File: src/rtl/pipeline_hazard_ctrl_pkg.sv
// pipeline_hazard_ctrl_pkg: shared cpu encodings for hazard FSM states, register index width and multi-cycle bounds
package pipeline_hazard_ctrl_pkg;
    localparam int REG_W = 2;
    localparam int MC_MIN = 2;
    localparam int MC_MAX = 8;
    localparam logic [1:0] RUN = 2'b00;
    localparam logic [1:0] MC_WAIT = 2'b01;
    typedef logic [REG_W-1:0] reg_idx_t;
endpackage

File: src/rtl/pipeline_hazard_ctrl_if.sv
// pipeline_hazard_ctrl_if: ID/EX hazard inputs and pipeline control outputs
interface pipeline_hazard_ctrl_if;
    import pipeline_hazard_ctrl_pkg::*;
    logic id_valid;
    reg_idx_t id_rs;
    reg_idx_t id_rt;
    logic id_uses_rs;
    logic id_uses_rt;
    logic id_multi;
    logic ex_mem_read;
    logic ex_reg_write;
    reg_idx_t ex_wdest;
    logic ex_branch_taken;
    logic pc_hold;
    logic ifid_hold;
    logic ifid_flush;
    logic idex_flush;
    logic [2:0] mc_step;
    logic [1:0] hazard_state;
    modport master (
        output id_valid, id_rs, id_rt, id_uses_rs, id_uses_rt, id_multi,
        output ex_mem_read, ex_reg_write, ex_wdest, ex_branch_taken,
        input pc_hold, ifid_hold, ifid_flush, idex_flush, mc_step, hazard_state
    );
    modport slave (
        input id_valid, id_rs, id_rt, id_uses_rs, id_uses_rt, id_multi,
        input ex_mem_read, ex_reg_write, ex_wdest, ex_branch_taken,
        output pc_hold, ifid_hold, ifid_flush, idex_flush, mc_step, hazard_state
    );
endinterface

File: src/rtl/pipeline_hazard_ctrl_sat_cnt16.sv
// sat_cnt16: 16-bit event counter that sticks at 16'hFFFF
module sat_cnt16 (
    input  logic        clk,
    input  logic        rst,
    input  logic        inc,
    output logic [15:0] q
);
    always_ff @(posedge clk or posedge rst)
        if (rst) q <= 16'd0;
        else if (inc && q != 16'hFFFF) q <= q + 16'd1;
endmodule

File: src/rtl/pipeline_hazard_ctrl.sv
// pipeline_hazard_ctrl: branch flush, load-use stall and multi-cycle ID sequencing
// HAZARD_PERF_CNT_EN adds saturating stall_cnt/flush_cnt ports.
module pipeline_hazard_ctrl
    import pipeline_hazard_ctrl_pkg::*;
#(
    parameter int MULTI_CYC = 2
) (
    input  logic clk,
    input  logic rst,
    pipeline_hazard_ctrl_if.slave bus
`ifdef HAZARD_PERF_CNT_EN
    ,
    output logic [15:0] stall_cnt,
    output logic [15:0] flush_cnt
`endif
);
    generate
        if (MULTI_CYC < MC_MIN || MULTI_CYC > MC_MAX) begin : g_bad_multi_cyc
            $error("MULTI_CYC must be within 2..8");
        end
    endgenerate

    localparam logic [2:0] CNT_LOAD = 3'(MULTI_CYC - 1);

    logic [1:0] state, state_n;
    logic [2:0] cnt, cnt_n, step, step_n;
    logic lu, br, legal, freeze, mc_entry, mc_busy, hold;

    always_comb begin
        lu = bus.id_valid & bus.ex_mem_read & bus.ex_reg_write &
             ((bus.id_uses_rs & (bus.id_rs == bus.ex_wdest)) | (bus.id_uses_rt & (bus.id_rt == bus.ex_wdest)));
        br = bus.ex_branch_taken;
        legal = state == RUN || state == MC_WAIT;
        freeze = lu && legal;
        mc_entry = state == RUN && bus.id_valid && bus.id_multi;
        mc_busy = state == MC_WAIT && cnt > 3'd1;
        hold = !rst && !br && (lu || mc_entry || mc_busy);
        bus.pc_hold = hold;
        bus.ifid_hold = hold;
        bus.ifid_flush = !rst && br;
        bus.idex_flush = !rst && (br || lu);
        state_n = br ? RUN : freeze ? state : (mc_entry || mc_busy) ? MC_WAIT : RUN;
        cnt_n = br ? 3'd0 : freeze ? cnt : mc_entry ? CNT_LOAD : mc_busy ? cnt - 3'd1 : 3'd0;
        step_n = br ? 3'd0 : freeze ? step : mc_entry ? 3'd1 : mc_busy ? step + 3'd1 : 3'd0;
    end

    always_ff @(posedge clk or posedge rst)
        if (rst) begin
            state <= RUN;
            cnt <= 3'd0;
            step <= 3'd0;
        end else begin
            state <= state_n;
            cnt <= cnt_n;
            step <= step_n;
        end

    assign bus.mc_step = step;
    assign bus.hazard_state = state;

`ifdef HAZARD_PERF_CNT_EN
    sat_cnt16 u_stall_cnt (.clk(clk), .rst(rst), .inc(bus.pc_hold), .q(stall_cnt));
    sat_cnt16 u_flush_cnt (.clk(clk), .rst(rst), .inc(bus.ifid_flush), .q(flush_cnt));
`endif
endmodule

File: src/flat_wrapper.sv
// flat-port wrapper written by rule: the top's interface ports become plain ports
module pipeline_hazard_ctrl_flat import pipeline_hazard_ctrl_pkg::*;
#(
    parameter int MULTI_CYC = 2
)
  (clk, rst, bus_id_valid, bus_id_rs, bus_id_rt, bus_id_uses_rs, bus_id_uses_rt, bus_id_multi, bus_ex_mem_read, bus_ex_reg_write, bus_ex_wdest, bus_ex_branch_taken, bus_pc_hold, bus_ifid_hold, bus_ifid_flush, bus_idex_flush, bus_mc_step, bus_hazard_state);
  pipeline_hazard_ctrl_if bus_i ();
  input  logic clk;
  input  logic rst;
  input wire logic [$bits(bus_i.id_valid)-1:0] bus_id_valid;
  input wire logic [$bits(bus_i.id_rs)-1:0] bus_id_rs;
  input wire logic [$bits(bus_i.id_rt)-1:0] bus_id_rt;
  input wire logic [$bits(bus_i.id_uses_rs)-1:0] bus_id_uses_rs;
  input wire logic [$bits(bus_i.id_uses_rt)-1:0] bus_id_uses_rt;
  input wire logic [$bits(bus_i.id_multi)-1:0] bus_id_multi;
  input wire logic [$bits(bus_i.ex_mem_read)-1:0] bus_ex_mem_read;
  input wire logic [$bits(bus_i.ex_reg_write)-1:0] bus_ex_reg_write;
  input wire logic [$bits(bus_i.ex_wdest)-1:0] bus_ex_wdest;
  input wire logic [$bits(bus_i.ex_branch_taken)-1:0] bus_ex_branch_taken;
  output wire logic [$bits(bus_i.pc_hold)-1:0] bus_pc_hold;
  output wire logic [$bits(bus_i.ifid_hold)-1:0] bus_ifid_hold;
  output wire logic [$bits(bus_i.ifid_flush)-1:0] bus_ifid_flush;
  output wire logic [$bits(bus_i.idex_flush)-1:0] bus_idex_flush;
  output wire logic [$bits(bus_i.mc_step)-1:0] bus_mc_step;
  output wire logic [$bits(bus_i.hazard_state)-1:0] bus_hazard_state;
  assign bus_i.id_valid = bus_id_valid;
  assign bus_i.id_rs = bus_id_rs;
  assign bus_i.id_rt = bus_id_rt;
  assign bus_i.id_uses_rs = bus_id_uses_rs;
  assign bus_i.id_uses_rt = bus_id_uses_rt;
  assign bus_i.id_multi = bus_id_multi;
  assign bus_i.ex_mem_read = bus_ex_mem_read;
  assign bus_i.ex_reg_write = bus_ex_reg_write;
  assign bus_i.ex_wdest = bus_ex_wdest;
  assign bus_i.ex_branch_taken = bus_ex_branch_taken;
  assign bus_pc_hold = bus_i.pc_hold;
  assign bus_ifid_hold = bus_i.ifid_hold;
  assign bus_ifid_flush = bus_i.ifid_flush;
  assign bus_idex_flush = bus_i.idex_flush;
  assign bus_mc_step = bus_i.mc_step;
  assign bus_hazard_state = bus_i.hazard_state;
  pipeline_hazard_ctrl #(.MULTI_CYC(MULTI_CYC)) u_core (.clk(clk), .rst(rst), .bus(bus_i));
endmodule
File: config.mk
export PLATFORM = sky130hd
export DESIGN_NAME = pipeline_hazard_ctrl_flat
export DESIGN_NICKNAME = d
export VERILOG_FILES = /design/src/rtl/pipeline_hazard_ctrl_pkg.sv /design/src/rtl/pipeline_hazard_ctrl_if.sv /design/src/rtl/pipeline_hazard_ctrl_sat_cnt16.sv /design/src/rtl/pipeline_hazard_ctrl.sv /design/src/flat_wrapper.sv
export SDC_FILE = /design/constraint.sdc
export NUM_CORES = 1
export LEC_CHECK = 0
export BUFFER_PORTS_ARGS = -buffer_cell sky130_fd_sc_hd__buf_4
export CAP_MARGIN = 20
export CORE_AREA = 2 2 39 41
export CTS_CLUSTER_SIZE = 24
export DETAILED_ROUTE_END_ITERATION = 7
export DIE_AREA = 0 0 41 43
export PLACE_DENSITY = 0.7
export SLEW_MARGIN = 20
export SYNTH_ARGS = -nofsm -noshare
export SYNTH_HDL_FRONTEND = slang
export SYNTH_SLANG_ARGS = --single-unit
export TNS_END_PERCENT = 5
File: constraint.sdc
create_clock -name clk -period 2.4 [get_ports clk]
set_input_delay 0.12 -clock clk [delete_from_list [all_inputs] [get_ports clk]]
set_output_delay 0.12 -clock clk [all_outputs]
set_load 0.005 [all_outputs]
## Yosys cells after proc, flatten, opt, wreduce, memory -nomap -nowiden

Index checks and enable logic that the tools add are counted.

| cells by class | value |
|---|---|
| bitwise gates (word level) | 6 |
| reductions and logical operators | 16 |
| order comparisons | 1 |
| multiplexer cells | 11 |
| equality and inequality tests | 4 |
| add/subtract/negate cells | 2 |

Operators with widths:

| cell | count |
|---|---|
| $mux 3 | 8 |
| $logic_and 1x1->1 | 8 |
| $and 1x1->1 | 5 |
| $logic_or 1x1->1 | 5 |
| $eq 2x2->1 | 2 |
| $mux 2 | 2 |
| $add 3x1->3 const B | 1 |
| $gt 3x1->1 const B | 1 |
| $sub 3x1->3 const B | 1 |
| $eq 2x1->1 const B | 1 |
| $logic_not 1->1 | 2 |
| $logic_not 2->1 | 1 |
| $ne 2x2->1 const B | 1 |
| $mux 1 | 1 |
| $or 1x1->1 | 1 |

| storage, ports and cells | value |
|---|---|
| input bits | 15 |
| logic and storage cells | 43 |
| register bits after elaboration | 8 |
| output and inout bits | 9 |

## Logic depth before layout (Yosys ltp)

Gate-level depths: netlist of the first run.

| logic depth | value |
|---|---|
| word-level depth | 7 |
| mapped depth | 6 |
| mapped depth without buffers | 6 |

## Worst setup path after synthesis of the first run

No wires, ideal clock.

| timing | value |
|---|---|
| kind | register to register |
| start point | reg u_core.cnt[0] |
| end point | reg u_core.step[1] (netlist: u_core.bus.mc_step[1]) |
| period minus slack after synthesis | 1580 ps |
| data required time | 2322 ps |
| stages on the path, launching flop included | 6 |
| slack | 820 ps |
| arrival time | 1503 ps |
| cells stage by stage | dfrtp_1 ha_1 o21ba_2 o21ai_1 or4b_1 a21oi_1 |

| on the way | value |
|---|---|
| cells in the longest elaborated chain, start to end | 6 |

RTL lines:

| what | line | RTL |
|---|---|---|
| start, declared | pipeline_hazard_ctrl.sv:26 | `logic [2:0] cnt, cnt_n, step, step_n;` |
| start signal, assigned | pipeline_hazard_ctrl.sv:54 | `cnt <= cnt_n;` |
| $gt 3x1->1 | pipeline_hazard_ctrl.sv:36 | `mc_busy = state == MC_WAIT && cnt > 3'd1;` |
| $logic_and 1x1->1 | pipeline_hazard_ctrl.sv:36 |  |
| $mux 3 (4 in series) | pipeline_hazard_ctrl.sv:44 | `step_n = br ? 3'd0 : freeze ? step : mc_entry ? 3'd1 : mc_busy ? step + 3'd1 : 3'd0;` |
| end signal, assigned | pipeline_hazard_ctrl.sv:55 | `step <= step_n;` |
| end, declared | pipeline_hazard_ctrl.sv:26 |  |

Every way passes these cells. The select of a mux whose other input is x is not followed.
A chain may end at the register's enable or synchronous reset.

## Final worst setup path of the first run

| timing | value |
|---|---|
| start point | reg u_core.cnt[0] |
| end point | out bus_ifid_hold |

| on the way | value |
|---|---|
| cells in the longest elaborated chain, start to end | 4 |

RTL lines:

| what | line | RTL |
|---|---|---|
| $gt 3x1->1 | pipeline_hazard_ctrl.sv:36 |  |
| $logic_and 1x1->1 | pipeline_hazard_ctrl.sv:36 |  |
| $logic_or 1x1->1 | pipeline_hazard_ctrl.sv:37 | `hold = !rst && !br && (lu \|\| mc_entry \|\| mc_busy);` |
| $logic_and 1x1->1 | pipeline_hazard_ctrl.sv:37 |  |
| end, declared | flat_wrapper.sv:21 | `output wire logic [$bits(bus_i.ifid_hold)-1:0] bus_ifid_hold;` |

Every way passes these cells.

==> reports/metrics.yaml, run 1 <==
clock_network:
  root_buffer: "clkbuf_4"
  clk_pin_slew_ns: 0.05
  cts_sinks: 7
  cts_resized: 0
  cts_made_buffers: 3
  clkLatencyLatePin_ns: 0.25
  cts_tree: "yes"
  clock_path_buffers: 2
  htree_num_levels: 1
  cts_setup_buffers: 0
worst_setup_path:
  reg2reg_slack_ns: 0.66
  cp-endpoint: "bus_ifid_hold"
  cp_cell_sequence: "ha_1 -> o21ba_2 -> o21ai_1 -> a311oi_1 -> buf_4"
  worstReg2RegEnd: "u_core.cnt[0]"
  path_buf_inv: 1
  crit_type: "reg2out"
  cp-end-kind: "output port"
  crit_slowest_cell: "a311oi_1"
  r2r_cells: 6
  crit_required_ns: 2.28
  worstReg2RegStart: "u_core.cnt[1]"
  worstPathArrival_ns: 1.86
  critPathMaxStageDelay_ns: 0.44
  startpoint: "u_core.cnt[0]"
  path_depth: 5
  cpLargestDelayFamily: "compound AO/OA/AOI/OAI gates"
  critPathLaunchType: "flip-flop"
  crit_fanout: 8
power:
  p_leak_nw: 0.341
  power_switching_uw: 72.6
  p_comb_share_pct: 21.3
  seqPwrFrac_pct: 42.8
  peakVddDrop_mv: 0.367
  p_int_uw: 220
  clockPowerShare_pct: 36.0
  powerDensity_mw_per_mm2: 407
  swShare_pct: 24.8
logic_synthesis:
  synth_cell_types: 30
  synth-seq-cells: 7
  yosys.area.top_type: "dfrtp_1"
  yosysWarnings: 0
  yosysMostFrequentCell: "dfrtp_1"
  netlist_instances: 58
  synth_commonest_cells: "dfrtp_1, a21oi_1, inv_1"
  synth.top_cell.area_share_pct: 32.9
  synth-edff-count: 0
  ys.flop_type: "dfrtp_1"
  yosysSeqAreaShare_pct: 32.9
  synth_fp_nets: 76
  syn_area_per_cell_um2: 9.17
  synth.cell_area_um2: 532
  synth_area_leaders: "dfrtp_1, ha_1, xnor2_1"
  ys_async_sr_fraction_pct: 100
grt:
  grt_antenna_before_repair: 0
  grt_usage_pct: 19.5
  grt_first_pass_wirelength_mm: 2.41
  grt_start_max_net_pins: 9
  overflow: 0
  grt_pass1_vias: 554
drt:
  wl_per_cell_um: 13.9
  vias_per_cell: 5.67
  routed_wl_mm: 1.34
  drc: 0
  first_pass_iters: 6
  vias: 544
  ant_nets: 0
  drt_iter0_markers: 15
timing:
  max-slew-margin-rel_pct: 65.4
  finalHoldViolations: 0
  setup_viol_count_final: 0
  max_freq_mhz: 506
  rsz0062_at_grt: "false"
  worstMarginPinSlew_ns: 0.515
  drv_slew: 0
  finalCriticalPeriod_ns: 1.98
  holdWs_ns: 0.0846
  finalCritPeriodShare_pct: 82.4
  fin_worst_skew_ns: 0.00629
  timing.setup.tns_ns: 0
layout:
  drive_above_1_share_pct: 32.5
  insertedDiodeCount: 0
  syn2layout_area_growth_pct: 35.1
  n_fill_cell: 131
  final_area_um2: 718
  final_util_pct: 51.9
  stdcell_count: 96
  nets: 99
floorplan:
  die-area_mm2: 0.00176
  core_area_mm2: 0.00138
  rows: 14
  start_util_pct: 38.4
  io_pins: 24
  dieWidth_um: 41
  die_y_um: 43
place:
  dpl.cell_count: 91
  placed_cell_area_um2: 682
  place_hpwl_mm: 1.06
  place_congestion: 0.868
  io_buffers: 22
run_status:
  status: "completed"
job:
  drv_cap: 0
worst_hold_path:
  hp-class: "in2reg"
-- cell usage in the layout, fill, tap and decap left out --
cell type | netlist | routed
nand4_1 | 2 | 2
clkbuf_4 | 0 | 3
nand3b_1 | 1 | 1
dfrtp_1 | 7 | 7
a41o_1 | 1 | 1
o21ai_0 | 3 | 3
and4_1 | 2 | 2
nor3_1 | 1 | 1
o211ai_1 | 1 | 1
a311oi_1 | 3 | 3
nor2_1 | 2 | 2
conb_1 | 1 | 1
o21a_1 | 1 | 1
nor3b_1 | 1 | 1
a21oi_1 | 5 | 5
or4_1 | 1 | 1
or4b_1 | 1 | 1
xnor2_1 | 4 | 4
dlygate4sd3_1 | 0 | 1
and3_1 | 1 | 1
nand2b_1 | 1 | 1
inv_1 | 5 | 5
a32o_1 | 1 | 1
ha_1 | 3 | 3
buf_4 | 2 | 22
o21ai_1 | 2 | 2
o311a_1 | 1 | 1
a211oi_1 | 1 | 1
clkbuf_1 | 1 | 1
o21ba_2 | 1 | 1
-- through the flow --
stage	total power, mW	setup slack (ns)
2_1_floorplan	0.156	0.820
3_3_place_gp	0.187	0.729
3_5_place_dp	0.188	0.683
4_1_cts	0.297	0.432
5_1_grt	0.313	0.346
6_report	0.292	0.422
-- final cells by class --
class,instances,area [um^2],area share (%)
Multi-Input combinational cell,41,303,42.2
Sequential cell,7,175,24.4
Timing Repair Buffer,23,175,24.4
Clock buffer,4,26.3,3.66
Tap cell,16,20.0,2.79
Inverter,5,18.8,2.61
-- power groups by stage --
stage,clock network (mW),logic [mW],registers (mW)
after detailed placement,0,0.0609,0.127
after floorplan,0,0.0298,0.126
after global placement,0,0.0598,0.127
after CTS,0.109,0.0626,0.125
final,0.105,0.0622,0.125
after global routing,0.117,0.0698,0.125
-- timing repair --
action	in CTS	in global routing
hold buffers	1	0
setup endpoints to repair	0	0
hold endpoints to repair	7	0
-- sequential cells by signal, indices dropped and copies added, names as in the netlist --
| name | count |
|---|---|
| u_core.bus.mc_step | 3 |
| u_core.cnt | 3 |
| u_core.bus.hazard_state | 1 |
-- cells by family after synthesis --
kind of cell / share of synthesized area [%]
AOI/OAI and AO/OA: 26.1
xor gates and xnor gates: 6.59
adders and majority gates: 7.06
buffers and inverters: 10.1
DFF: 32.9
other: 0.705
and+or+nand+nor: 16.5
-- how the worst min path moves through the flow --
stage          depth (start not counted)  slack [ns]                         end           startpoint
2_1_floorplan                          1       -0.08  u_core.bus.hazard_state[0]                  rst
3_3_place_gp                           2         0.1  u_core.bus.hazard_state[0]                  rst
3_5_place_dp                           2         0.1  u_core.bus.hazard_state[0]                  rst
4_1_cts                                2        0.08       u_core.bus.mc_step[1]  bus_ex_branch_taken
5_1_grt                                2        0.08               u_core.cnt[1]  bus_ex_branch_taken
6_report                               2        0.08       u_core.bus.mc_step[1]  bus_ex_branch_taken
-- layer usage --
layer	track usage (%)	share of wire [%]	up-vias
li1	-	-	259
met1	26.7	43	266
met2	29.1	52	17
met3	6.81	4.1	2
met4	4.00	0.30	0
met5	0	0	-
Power figures use the tool's default switching activity.
==> inputs of run 2 (changes only) <==
==> constraint.sdc (replaced) <==
create_clock -name clk -period 2 [get_ports clk]
set_input_delay 0.1 -clock clk [delete_from_list [all_inputs] [get_ports clk]]
set_output_delay 0.1 -clock clk [all_outputs]
set_load 0.005 [all_outputs]
==> run 2 against run 1 <==
  * Flip-flop and latch count stayed put
  * Final cell count unchanged
  * Die area is the same
  * Via count up 0.18%
  * Wire length down 2.6%
  * Critical endpoint unchanged
  * Largest cell class unchanged
  * Highest routed layer unchanged
==> reports/metrics.yaml, run 2 (synthesis gave the netlist of run 1 again) <==
layout:
  nets: 99
  mostFrequentLayoutCells: "buf_4, dfrtp_1, a21oi_1, inv_1, xnor2_1"
  drive_above_1_share_pct: 35.0
  insertedDiodeCount: 0
  syn2layout_area_growth_pct: 36.9
  n_fill_cell: 134
  final_common_cell: "buf_4"
worst_setup_path:
  reg2reg_slack_ns: 0.33
  critPathLaunchType: "flip-flop"
  crit_fanout: 8
  cp-end-kind: "output port"
  worstPathArrival_ns: 1.73
  crit_required_ns: 1.90
  crit_type: "reg2out"
drt:
  m1WireLength_um: 521
  vias_per_cell: 5.68
  drc: 0
  drt_iter0_markers: 11
  vias: 545
  first_pass_iters: 4
  routed_wl_mm: 1.30
  highest_layer: "met4"
  dr_wl_met2_um: 709
  ant_nets: 0
  wl_met3_um: 60
  wl_per_cell_um: 13.6
timing:
  finalHoldViolations: 0
  drv_slew: 0
  setup_viol_count_final: 0
  finalCritPeriodShare_pct: 91.5
  holdWs_ns: 0.0735
  fin_worst_skew_ns: 0.00473
  timing.setup.tns_ns: 0
  max_freq_mhz: 546
  finalCriticalPeriod_ns: 1.83
  rsz0062_at_grt: "false"
grt:
  grt_usage_pct: 18.5
  grt_pass1_vias: 536
  grt_antenna_before_repair: 0
  overflow: 0
  grt_start_max_net_pins: 9
  grt_first_pass_wirelength_mm: 2.28
clock_network:
  clock_path_buffers: 2
  root_buffer: "clkbuf_4"
  clk_pin_slew_ns: 0.05
  cts_tree: "yes"
  cts_made_buffers: 3
  cts_sinks: 7
  htree_num_levels: 1
  clkLatencyLatePin_ns: 0.25
run_status:
  status: "completed"
job:
  drv_cap: 0
place:
  io_buffers: 22
  place_hpwl_mm: 1.00
  place_congestion: 0.849
power:
  peakVddDrop_mv: 0.459
  p_leak_nw: 0.342
  powerDensity_mw_per_mm2: 485
floorplan:
  rows: 14
  start_util_pct: 38.4
  dieWidth_um: 41
  io_pins: 24
  die-area_mm2: 0.00176
  core_area_mm2: 0.00138
  die_y_um: 43
worst_hold_path:
  hp-class: "in2reg"
-- run 2: metrics by stage --
step | cell area (um^2) | total power [mW] | instances | worst slack (ns) | util (%)
after floorplan | 532 | 0.187 | 58 | 0.420 | -
after global placement | 682 | 0.224 | 91 | 0.327 | 49.3
after detailed placement | 682 | 0.224 | 91 | 0.279 | 49.3
after CTS | 718 | 0.355 | 96 | 0.0408 | 51.9
after global routing | 728 | 0.375 | 96 | 0.115 | 52.6
final | 728 | 0.353 | 96 | 0.170 | 52.6
-- run 2: worst max-delay path, stage by stage, from the launching register on --
cell and delay [ns]:
dfrtp_1 0.37, inv_1 0.07, ha_1 0.17, o21ba_2 0.24, o21ai_2 0.11, a311oi_2 0.35
buf_4 0.17
-- run 2: metal layers --
metal / vias to the layer above / global-route usage (%)
li1: 259 / -
met1: 268 / 25.6
met2: 16 / 27.2
met3: 2 / 6.81
met4: 0 / 3.33
met5: - / 0
-- run 2: final timing paths --
kind | startpoint | endpoint | cells past startpoint
worst min-delay path | bus_ex_branch_taken | u_core.cnt[1] | 2
worst max-delay path | u_core.cnt[1] | bus_ifid_hold | 6
worst min register to register | u_core.bus.mc_step[2] | u_core.bus.mc_step[2] | 1
max in group asynchronous | rst | u_core.cnt[2] | 3
min in group asynchronous | rst | u_core.bus.hazard_state[0] | 3
worst max register to register | u_core.cnt[1] | u_core.bus.mc_step[1] | 6
-- run 2: cell type report --
type	instances	area, um^2	area share, %
clock buffers	4	26.3	3.61
flip-flops and latches	7	175	24.1
multi-input cells	41	313	43.0
inverters	5	18.8	2.58
repair buffers	23	175	24.1
well taps	16	20.0	2.75
-- run 2: repair_timing --
action                                  4_1_cts  5_1_grt
resized for setup                             0        2
setup buffers                                 0        0
endpoints found under the setup margin        0        2
endpoints found under the hold margin         7        0
hold buffers                                  1        0
-- run 2: power by group --
group / internal (mW) / leakage [nW] / switching, mW
registers: 0.146 / 0.0962 / 0.00464
logic: 0.0425 / 0.231 / 0.0332
clock network: 0.0761 / 0.0150 / 0.0511
total: 0.264 / 0.342 / 0.0890
==> inputs of run 3 (changes only) <==
--- a/config.mk
+++ b/config.mk
@@ -7,11 +7,11 @@
 export LEC_CHECK = 0
 export BUFFER_PORTS_ARGS = -buffer_cell sky130_fd_sc_hd__buf_4
 export CAP_MARGIN = 20
-export CORE_AREA = 2 2 39 41
+export CORE_AREA = 2 2 42 44
 export CTS_CLUSTER_SIZE = 24
 export DETAILED_ROUTE_END_ITERATION = 7
-export DIE_AREA = 0 0 41 43
-export PLACE_DENSITY = 0.7
+export DIE_AREA = 0 0 44 46
+export PLACE_DENSITY = 0.61
 export SLEW_MARGIN = 20
 export SYNTH_ARGS = -nofsm -noshare
 export SYNTH_HDL_FRONTEND = slang
==> run 3 against run 2 <==
  * Fmax is 2.4% higher
  * Via count is 3.3% lower
  * Global-route usage is 2.3 points lower
==> reports/metrics.yaml, run 3 (synthesis gave the netlist of run 1 again) <==
floorplan:
  rows: 15
  core_area_mm2: 0.00161
  dieWidth_um: 44
  io_pins: 24
  die-area_mm2: 0.00202
  die_y_um: 46
  start_util_pct: 32.9
layout:
  mostFrequentLayoutCells: "buf_4, dfrtp_1, a21oi_1, inv_1, xnor2_1"
  syn2layout_area_growth_pct: 37.2
  n_fill_cell: 171
  insertedDiodeCount: 0
  drive_above_1_share_pct: 35.0
  final_common_cell: "buf_4"
  final_util_pct: 45.2
  nets: 99
  final_area_um2: 729
clock_network:
  cts_setup_buffers: 0
  clkLatencyLatePin_ns: 0.26
  cts_made_buffers: 3
  htree_num_levels: 1
  cts_sinks: 7
  clk_pin_slew_ns: 0.05
  root_buffer: "clkbuf_4"
  cts_tree: "yes"
  clock_path_buffers: 2
drt:
  ant_nets: 0
  vias_per_cell: 5.43
  vias: 527
  drt_iter0_markers: 7
  wl_per_cell_um: 14.1
  drc: 0
  first_pass_iters: 4
  routed_wl_mm: 1.37
power:
  powerDensity_mw_per_mm2: 489
  p_leak_nw: 0.342
  peakVddDrop_mv: 0.398
place:
  placed_cell_area_um2: 683
  place_hpwl_mm: 1.05
  place_congestion: 0.782
  io_buffers: 22
worst_setup_path:
  r2r_cells: 5
  cp-end-kind: "output port"
  critPathLaunchType: "flip-flop"
  crit_type: "reg2out"
  crit_required_ns: 1.90
  crit_fanout: 8
  worstPathArrival_ns: 1.69
worst_hold_path:
  holdPathStages: 2
  hp-class: "in2reg"
grt:
  grt_start_max_net_pins: 9
  grt_antenna_before_repair: 0
  overflow: 0
  grt_usage_pct: 16.1
  grt_first_pass_wirelength_mm: 2.28
  grt_pass1_vias: 513
timing:
  fin_worst_skew_ns: 0.00250
  finalCritPeriodShare_pct: 89.4
  rsz0062_at_grt: "false"
  finalHoldViolations: 0
  setup_viol_count_final: 0
  drv_slew: 0
  timing.setup.tns_ns: 0
  max_freq_mhz: 559
  finalCriticalPeriod_ns: 1.79
run_status:
  status: "completed"
job:
  drv_cap: 0
-- run 3: stage by stage --
step                      total power, mW  std cells  setup slack [ns]  hold slack [ns]
final                               0.357         97             0.212           0.0636
after global routing                0.382         97            0.0679           0.0656
after CTS                           0.361         97            0.0847           0.0508
after detailed placement            0.225         92             0.316           0.0898
after global placement              0.224         92             0.349           0.0860
after floorplan                     0.187         58             0.420          -0.0966
-- run 3: routing by layer --
layer  wire length [um]  track usage [%]  vias up  share of wire [%]
met5                  0                0        -                  0
met4                 27             7.27        0                2.0
met3                 95             5.95        4                6.9
met2                607             23.8       16                 44
met1                636             20.9      246                 47
li1                   -                -      261                  -
-- run 3: repair_timing --
action / in CTS / in global routing
gates resized for setup: 0 / 2
setup endpoints to repair: 0 / 2
endpoints found under the hold margin: 7 / 0
hold buffers: 1 / 0
-- run 3: layout make-up --
type | instances | area [um^2] | share of cell area (%)
repair buffers | 23 | 175 | 24.0
flip-flops and latches | 7 | 175 | 24.0
inverters | 5 | 18.8 | 2.57
multi-input cells | 41 | 313 | 42.9
well taps | 17 | 21.3 | 2.92
clock buffers | 4 | 26.3 | 3.60
-- run 3: path summary, 6_finish.rpt --
check	startpoint	to	slack, ns
worst max-delay path	u_core.cnt[0]	bus_ifid_hold	0.21
worst min-delay path	bus_ex_branch_taken	u_core.bus.mc_step[1]	0.06
worst max register to register	u_core.cnt[0]	u_core.bus.mc_step[1]	0.36
worst min register to register	u_core.bus.mc_step[2]	u_core.bus.mc_step[2]	0.57
max in group asynchronous	rst	u_core.cnt[1]	1.41
min in group asynchronous	rst	u_core.bus.mc_step[0]	0.37
-- run 3: worst max-delay path, cell delays in order, from the launching register on --
cell,delay (ns)
dfrtp_1,0.40
ha_1,0.19
o21ba_2,0.24
o21ai_2,0.11
a311oi_2,0.33
buf_4,0.16
-- run 3: where the power goes --
group	internal [mW]	switching [mW]	total, mW
clock	0.0763	0.0548	0.131
sequential	0.146	0.00469	0.150
combinational	0.0422	0.0330	0.0752
